**src/rtl/tile_map_sequencer.sv**
```systemverilog
// Tile-map walker: reads one map entry per 8x8 cell, issues a draw request to the
// tile drawer for each non-empty cell, and waits for the drawer before moving on.
module tile_map_sequencer #(
    parameter int       MAP_COLS   = 20,
    parameter int       MAP_ROWS   = 15,
    parameter int       MAP_AW     = 9,
    parameter bit       SKIP_EN    = 1'b1,
    parameter bit [7:0] SKIP_INDEX = 8'hFF
) (
    input  logic              i_clk,
    input  logic              i_reset,
    input  logic              i_start,
    output logic [MAP_AW-1:0] o_map_addr,
    input  logic [7:0]        i_map_data,
    output logic [7:0]        o_tile_address,
    output logic [7:0]        o_x_pos,
    output logic [7:0]        o_y_pos,
    output logic              o_draw,
    input  logic              i_drawer_active,
    output logic              o_busy,
    output logic              o_frame_done,
    output logic [MAP_AW-1:0] o_tiles_drawn
);
    localparam int COL_W = (MAP_COLS > 1) ? $clog2(MAP_COLS) : 1;
    localparam int ROW_W = (MAP_ROWS > 1) ? $clog2(MAP_ROWS) : 1;

    typedef enum logic [3:0] {
        S_IDLE, S_FETCH, S_WAIT_MAP, S_CAPTURE, S_ISSUE,
        S_GRACE, S_WAIT_DONE, S_ADVANCE, S_DONE
    } state_t;

    state_t            r_state, w_next;
    logic [COL_W-1:0]  r_col;
    logic [ROW_W-1:0]  r_row;
    logic [MAP_AW-1:0] r_map_addr;
    logic [MAP_AW-1:0] r_tiles;
    logic [7:0]        r_tile_address;
    logic [7:0]        r_x_pos;
    logic [7:0]        r_y_pos;
    logic              r_draw;
    logic              r_busy;
    logic              r_frame_done;
    logic              w_skip;
    logic              w_last_col;
    logic              w_last_row;

    assign w_skip     = SKIP_EN && (i_map_data == SKIP_INDEX);
    assign w_last_col = (r_col == COL_W'(MAP_COLS - 1));
    assign w_last_row = (r_row == ROW_W'(MAP_ROWS - 1));

    always_ff @(posedge i_clk) begin
        if (i_reset) r_state <= S_IDLE;
        else         r_state <= w_next;
    end

    always_comb begin
        w_next = r_state;
        case (r_state)
            S_IDLE:      if (i_start) w_next = S_FETCH;
            S_FETCH:     w_next = S_WAIT_MAP;
            S_WAIT_MAP:  w_next = S_CAPTURE;
            S_CAPTURE:   w_next = w_skip ? S_ADVANCE : S_ISSUE;
            S_ISSUE:     w_next = S_GRACE;
            S_GRACE:     w_next = S_WAIT_DONE;
            S_WAIT_DONE: if (!i_drawer_active) w_next = S_ADVANCE;
            S_ADVANCE:   w_next = (w_last_col && w_last_row) ? S_DONE : S_FETCH;
            S_DONE:      w_next = S_IDLE;
            default:     w_next = S_IDLE;
        endcase
    end

    // Pulses are decoded from the next state so they are registered yet
    // coincide with the ISSUE / DONE cycles themselves.
    always_ff @(posedge i_clk) begin
        if (i_reset) begin
            r_col          <= '0;
            r_row          <= '0;
            r_map_addr     <= '0;
            r_tiles        <= '0;
            r_tile_address <= '0;
            r_x_pos        <= '0;
            r_y_pos        <= '0;
            r_draw         <= 1'b0;
            r_busy         <= 1'b0;
            r_frame_done   <= 1'b0;
        end else begin
            r_draw       <= (w_next == S_ISSUE);
            r_frame_done <= (w_next == S_DONE);
            case (r_state)
                S_IDLE: begin
                    if (i_start) begin
                        r_col      <= '0;
                        r_row      <= '0;
                        r_map_addr <= '0;
                        r_tiles    <= '0;
                        r_busy     <= 1'b1;
                    end
                end
                S_CAPTURE: begin
                    if (!w_skip) begin
                        r_tile_address <= i_map_data;
                        r_x_pos        <= 8'({r_col, 3'b000});
                        r_y_pos        <= 8'({r_row, 3'b000});
                        r_tiles        <= r_tiles + MAP_AW'(1);
                    end
                end
                S_ADVANCE: begin
                    if (w_last_col && w_last_row) begin
                        r_busy <= 1'b0;
                    end else begin
                        // Row-major map layout lets the address simply increment.
                        r_map_addr <= r_map_addr + MAP_AW'(1);
                        if (w_last_col) begin
                            r_col <= '0;
                            r_row <= r_row + ROW_W'(1);
                        end else begin
                            r_col <= r_col + COL_W'(1);
                        end
                    end
                end
                default: ;
            endcase
        end
    end

    assign o_map_addr     = r_map_addr;
    assign o_tile_address = r_tile_address;
    assign o_x_pos        = r_x_pos;
    assign o_y_pos        = r_y_pos;
    assign o_draw         = r_draw;
    assign o_busy         = r_busy;
    assign o_frame_done   = r_frame_done;
    assign o_tiles_drawn  = r_tiles;
endmodule

```
**config.mk**
```make
export PLATFORM = sky130hd
export DESIGN_NAME = tile_map_sequencer
export DESIGN_NICKNAME = d
export VERILOG_FILES = /design/src/rtl/tile_map_sequencer.sv
export SDC_FILE = /design/constraint.sdc
export NUM_CORES = 1
export LEC_CHECK = 0
export CORE_ASPECT_RATIO = 0.5
export CORE_UTILIZATION = 30
export CTS_CLUSTER_SIZE = 10
export DETAILED_ROUTE_END_ITERATION = 7
export MAX_ROUTING_LAYER = met4
export PLACE_DENSITY = 0.58
export SYNTH_ARGS = -nofsm -noshare
export SYNTH_HDL_FRONTEND = slang
export SYNTH_SLANG_ARGS = --single-unit
export TNS_END_PERCENT = 5
```
**constraint.sdc**
```tcl
create_clock -name i_clk -period 5.2 [get_ports i_clk]
set_input_delay 1.04 -clock i_clk [delete_from_list [all_inputs] [get_ports i_clk]]
set_output_delay 1.04 -clock i_clk [all_outputs]
set_load 0.02 [all_outputs]
```
* Word-level counts from Yosys, hierarchy flattened *
Index checks and enable logic that the tools add are counted.

operators by class
  add/subtract/negate cells = 4
  eq/ne operators = 17
  multiplexer cells = 21
  bitwise operators = 1
  reduce and logical (&&, ||, !) cells = 9

operator list
  operator                                       count
  case mux 9 bit (2 select lines)                2
  case mux 4 bit (8 select lines)                1
  2-to-1 mux 9 bit                               3
  2-to-1 mux 4 bit                               6
  == test 4 x 3 -> 1 bit, second input constant  5
  adder 9 x 1 -> 9 bit, second input constant    2
  2-to-1 mux 5 bit                               3
  inequality test 2 bit, second input constant   5
  case mux 5 bit (2 select lines)                1
  AND reduction 3 bit                            3
  == test 4 x 2 -> 1 bit, second input constant  2
  == test 4 bit, second input constant           2
  == test 8 bit, second input constant           1
  case mux 4 bit (2 select lines)                1
  adder 5 x 1 -> 5 bit, second input constant    1
  == test 5 bit, second input constant           1
  adder 4 x 1 -> 4 bit, second input constant    1
  == test 4 x 1 -> 1 bit, second input constant  1
  logical NOT 4 bit                              1
  AND reduction 4 bit                            1
  nonzero test 2 bit                             2
  2-to-1 mux 1 bit                               2
  2-to-1 mux 2 bit                               1
  case mux 1 bit (2 select lines)                1
  3 further kinds                                3

word-level totals
  register bits = 51
  input port bits = 12
  word-level logic and storage cells = 63

* Depth between registers and ports, before layout *
  depth after elaboration = 5
  gate-level depth with buffers = 7
  depth with buffers taken out = 6

* Worst setup path before layout *
No wires, ideal clock.

  path kind = input port to flip-flop
  start point = in i_start
  end point = reg r_map_addr[3], in the netlist o_map_addr[3]
  data arrival time = 2042 ps
  data required time = 5079 ps
  slack = 3037 ps
  stages on the path = 5
  buffers on the path = 1
  path through = or3b_2 > o21ai_1 > buf_2 > a2111o_1 > nand2_1

on the way
  cells in the longest elaborated chain, start to end = 2

RTL lines
  what                                    line  source
  start, declared                         12    input logic i_start,
  inequality test 2 bit (no source line)  --
  AND reduction 3 bit (no source line)    --
  end signal, assigned                    112   r_map_addr <= r_map_addr + MAP_AW'(1);
  end, declared                           35    logic [MAP_AW-1:0] r_map_addr;

No other way between the ends.
A chain may end at the register's enable or synchronous reset.

* Worst setup path in the final report *
  start point = in i_start
  end point = reg r_map_addr[4], in the netlist o_map_addr[4]

Same word-level chain as after synthesis.

==> impl_metrics.yaml <==
routing:
  routed_via_density: 5.11
  firstDrtPassIters: 4
  wl_per_cell_um: 13.7
  drt_iter0_markers: 125
  drc: 0
  vias: 2234
  drt_wl_total_um: 5970
  ant_nets: 0
logic_synthesis:
  yosys.area.top_type_share_pct: 41.8
  yosys-top-cells-area: "dfxtp_1 42%, a21oi_1 8.0%, nand2_1 6.6%, nand3_1 2.7%, ha_1 2.6%"
  yosysTopAreaCell: "dfxtp_1"
  syn_inst: 286
  seq_area_frac_synth_pct: 41.8
  syn-mean-instance-area_sq_um: 8.54
  async_flop_share_pct: 0
  synth_edf_count: 0
  synth_seq_cells: 51
  synth.cell_area_sq_um: 2440
  yosys_warnings: 0
  yosys.cell_types.count: 52
  ys.flop_type: "dfxtp_1"
pwr:
  power.total_mw: 0.831
  leakage_nw: 1.00
  clkPwrFrac_pct: 40.7
  internal_power_mw: 0.621
  p_seq_share_pct: 48.9
  switching_share_pct: 25.3
  power.share.combinational_pct: 10.4
  p_switching_mw: 0.210
  power_density_nw_per_um2: 265
  peakVddDrop_v: 0.000141
cells_and_area:
  final_cells: 437
  finalNetCount: 345
  multi_input_area_sq_um: 1300
  final_core_util_pct: 41.2
  final_common_cell: "dfxtp_1"
  diodes: 0
  area_delta_synth_final_pct: 28.2
  layout_common_cells: "51 x dfxtp_1, 49 x clkdlybuf4s50_1, 43 x nand2_1"
  register_area_sq_um: 1020
  final_area_sq_um: 3130
  fill_cells: 776
  final_layout_size_suffix_gt1_share_pct: 6.69
timing:
  finalHoldViolCount: 0
  skew_ns: 0.00542
  slew_headroom_pct: 23.3
  rsz0062_at_grt: "false"
  setup_violations: 0
  fin_crit_sh_pct: 58.0
  maxSlewViolCount: 0
  fmaxAchievable_ghz: 0.331
  worst_pin_slew_ns: 1.14
  fin_tns_setup_ns: 0
  fin_crit_ns: 3.02
floorplan:
  ios: 57
  die_area_sq_um: 8530
  start_util_pct: 32.2
  die_h_um: 65.8
  die_w_um: 130
  rows: 22
  coreArea_sq_um: 7600
clock_network:
  cts-resized-gates: 0
  cts_setup_buffers: 0
  hold_buffers: 0
  path_clk_slew_ns: 0.07
  clk-insertion-delay-late_ns: 0.29
  cts_tree: "done"
  cts_buffers: 5
  clock-sinks: 51
  ctsHtreeMaxLevel: 2
  cts_root_buffer: "clkbuf_16"
  clockBufferDepth: 2
global_routing:
  grt_pass1_vias: 1944
  track_usage_pct: 14.8
  grt_pass1_wl_um: 9490
  grt_start_max_net_pins: 35
  antenna_found_initial: 0
  grt-ovfl-total: 0
worst_setup_path:
  r2r-start: "r_state[0]"
  endpoint_kind: "register"
  arrival_ns: 3.19
  critPathKind: "input port to register"
  cp_max_fo: 12
  startpoint_type: "input port"
  cp.required_ns: 5.37
  crit_start: "i_start"
placement:
  placed_area_sq_um: 2980
  gp_congestion: 0.808
  port_buffers: 49
  dp.cells: 429
  hpwl_um: 4420
worst_hold_path:
  hold_path.class: "register to register"
  hp-start: "o_x_pos[3]"
run_status:
  status: "completed"
job:
  maxCapViolations: 0
==> synth_stat cells, types with 2 or more instances <==
library cell and number:
inv_1 4, o21ai_1 2, a31oi_1 2, buf_2 7
o2111ai_1 2, xor2_1 3, dfxtp_1 51, and4_1 3
ha_1 5, nand4_1 4, o211ai_1 4, o21ai_0 11
a21boi_0 2, nor2_1 14, or4_1 4, buf_4 8
a21oi_1 39, a2111o_1 3, nor3_1 4, nand2b_1 7
o221a_2 2, clkbuf_1 6, or3_1 3, nand4bb_1 2
nor4_1 4, o31ai_1 3, nand2_1 43, mux2i_1 4
nand3_1 13, and3_1 5
==> state kept, by name, indices dropped and copies added, names as in the netlist <==
register        count
o_map_addr          9
o_tiles_drawn       9
o_tile_address      8
o_x_pos             5
r_col               5
o_y_pos             4
r_row               4
r_state             4
o_busy              1
o_draw              1
o_frame_done        1
==> worst max-delay path, cell delays in order <==
cell and delay (ns):
clkdlybuf4s50_1 0.50, or3b_2 0.49, o21ai_1 0.89, a2111o_1 0.20, o21ai_0 0.07
==> through the flow <==
step / setup slack (ns) / hold slack, ns
floorplan: 3.04 / 0.454
global placement: 1.91 / 0.453
detailed placement: 1.87 / 0.449
CTS: 2.18 / 0.458
global route: 2.00 / 0.482
finish: 2.18 / 0.455
==> per-layer routing <==
| metal | track usage [%] | vias to the layer above | wire (um) |
|---|---|---|---|
| met2 | 21.7 | 56 | 2480 |
| met3 | 3.72 | 5 | 331 |
| met4 | 3.05 | 0 | 42 |
| li1 | - | 1118 | - |
| met1 | 20.5 | 1055 | 3120 |
| met5 | - | - | 0 |
==> layout make-up <==
cell class	instances	share of cell area (%)
multi-input combinational	215	41.5
sequential	51	32.6
timing repair buffer	51	16.1
clock buffer	6	4.43
tap	108	4.31
clock inverter	2	0.519
inverter	4	0.479
==> power by group through the flow <==
| stage | Sequential [mW] | Combinational (mW) | Clock [mW] |
|---|---|---|---|
| final | 0.407 | 0.0863 | 0.338 |
| after floorplan | 0.415 | 0.0614 | 0 |
| after global placement | 0.415 | 0.0848 | 0 |
| after detailed placement | 0.416 | 0.0863 | 0 |
| after CTS | 0.407 | 0.0868 | 0.348 |
| after global routing | 0.408 | 0.0944 | 0.363 |
==> logic make-up (layout without fill, tap and decap cells) <==
logic type	count (synthesis)	count (layout)	share of synthesized area (%)
AOI/OAI and AO/OA	79	79	21.2
xor gates and xnor gates	4	4	1.43
adders and majority gates	5	5	2.56
buffers and inverters	26	63	5.89
DFF	51	51	41.8
muxes	4	4	1.64
other	1	7	0.153
and+or+nand+nor	116	116	25.3
==> worst paths after layout <==
check                       end  slack [ns]  cells past startpoint
setup / recovery  o_map_addr[4]        2.18                      5
hold / removal       o_x_pos[3]        0.45                      2
setup reg to reg  o_map_addr[4]        3.03                      4
hold reg to reg      o_x_pos[3]        0.45                      2
No activity file was read; power rests on OpenSTA's default activity.
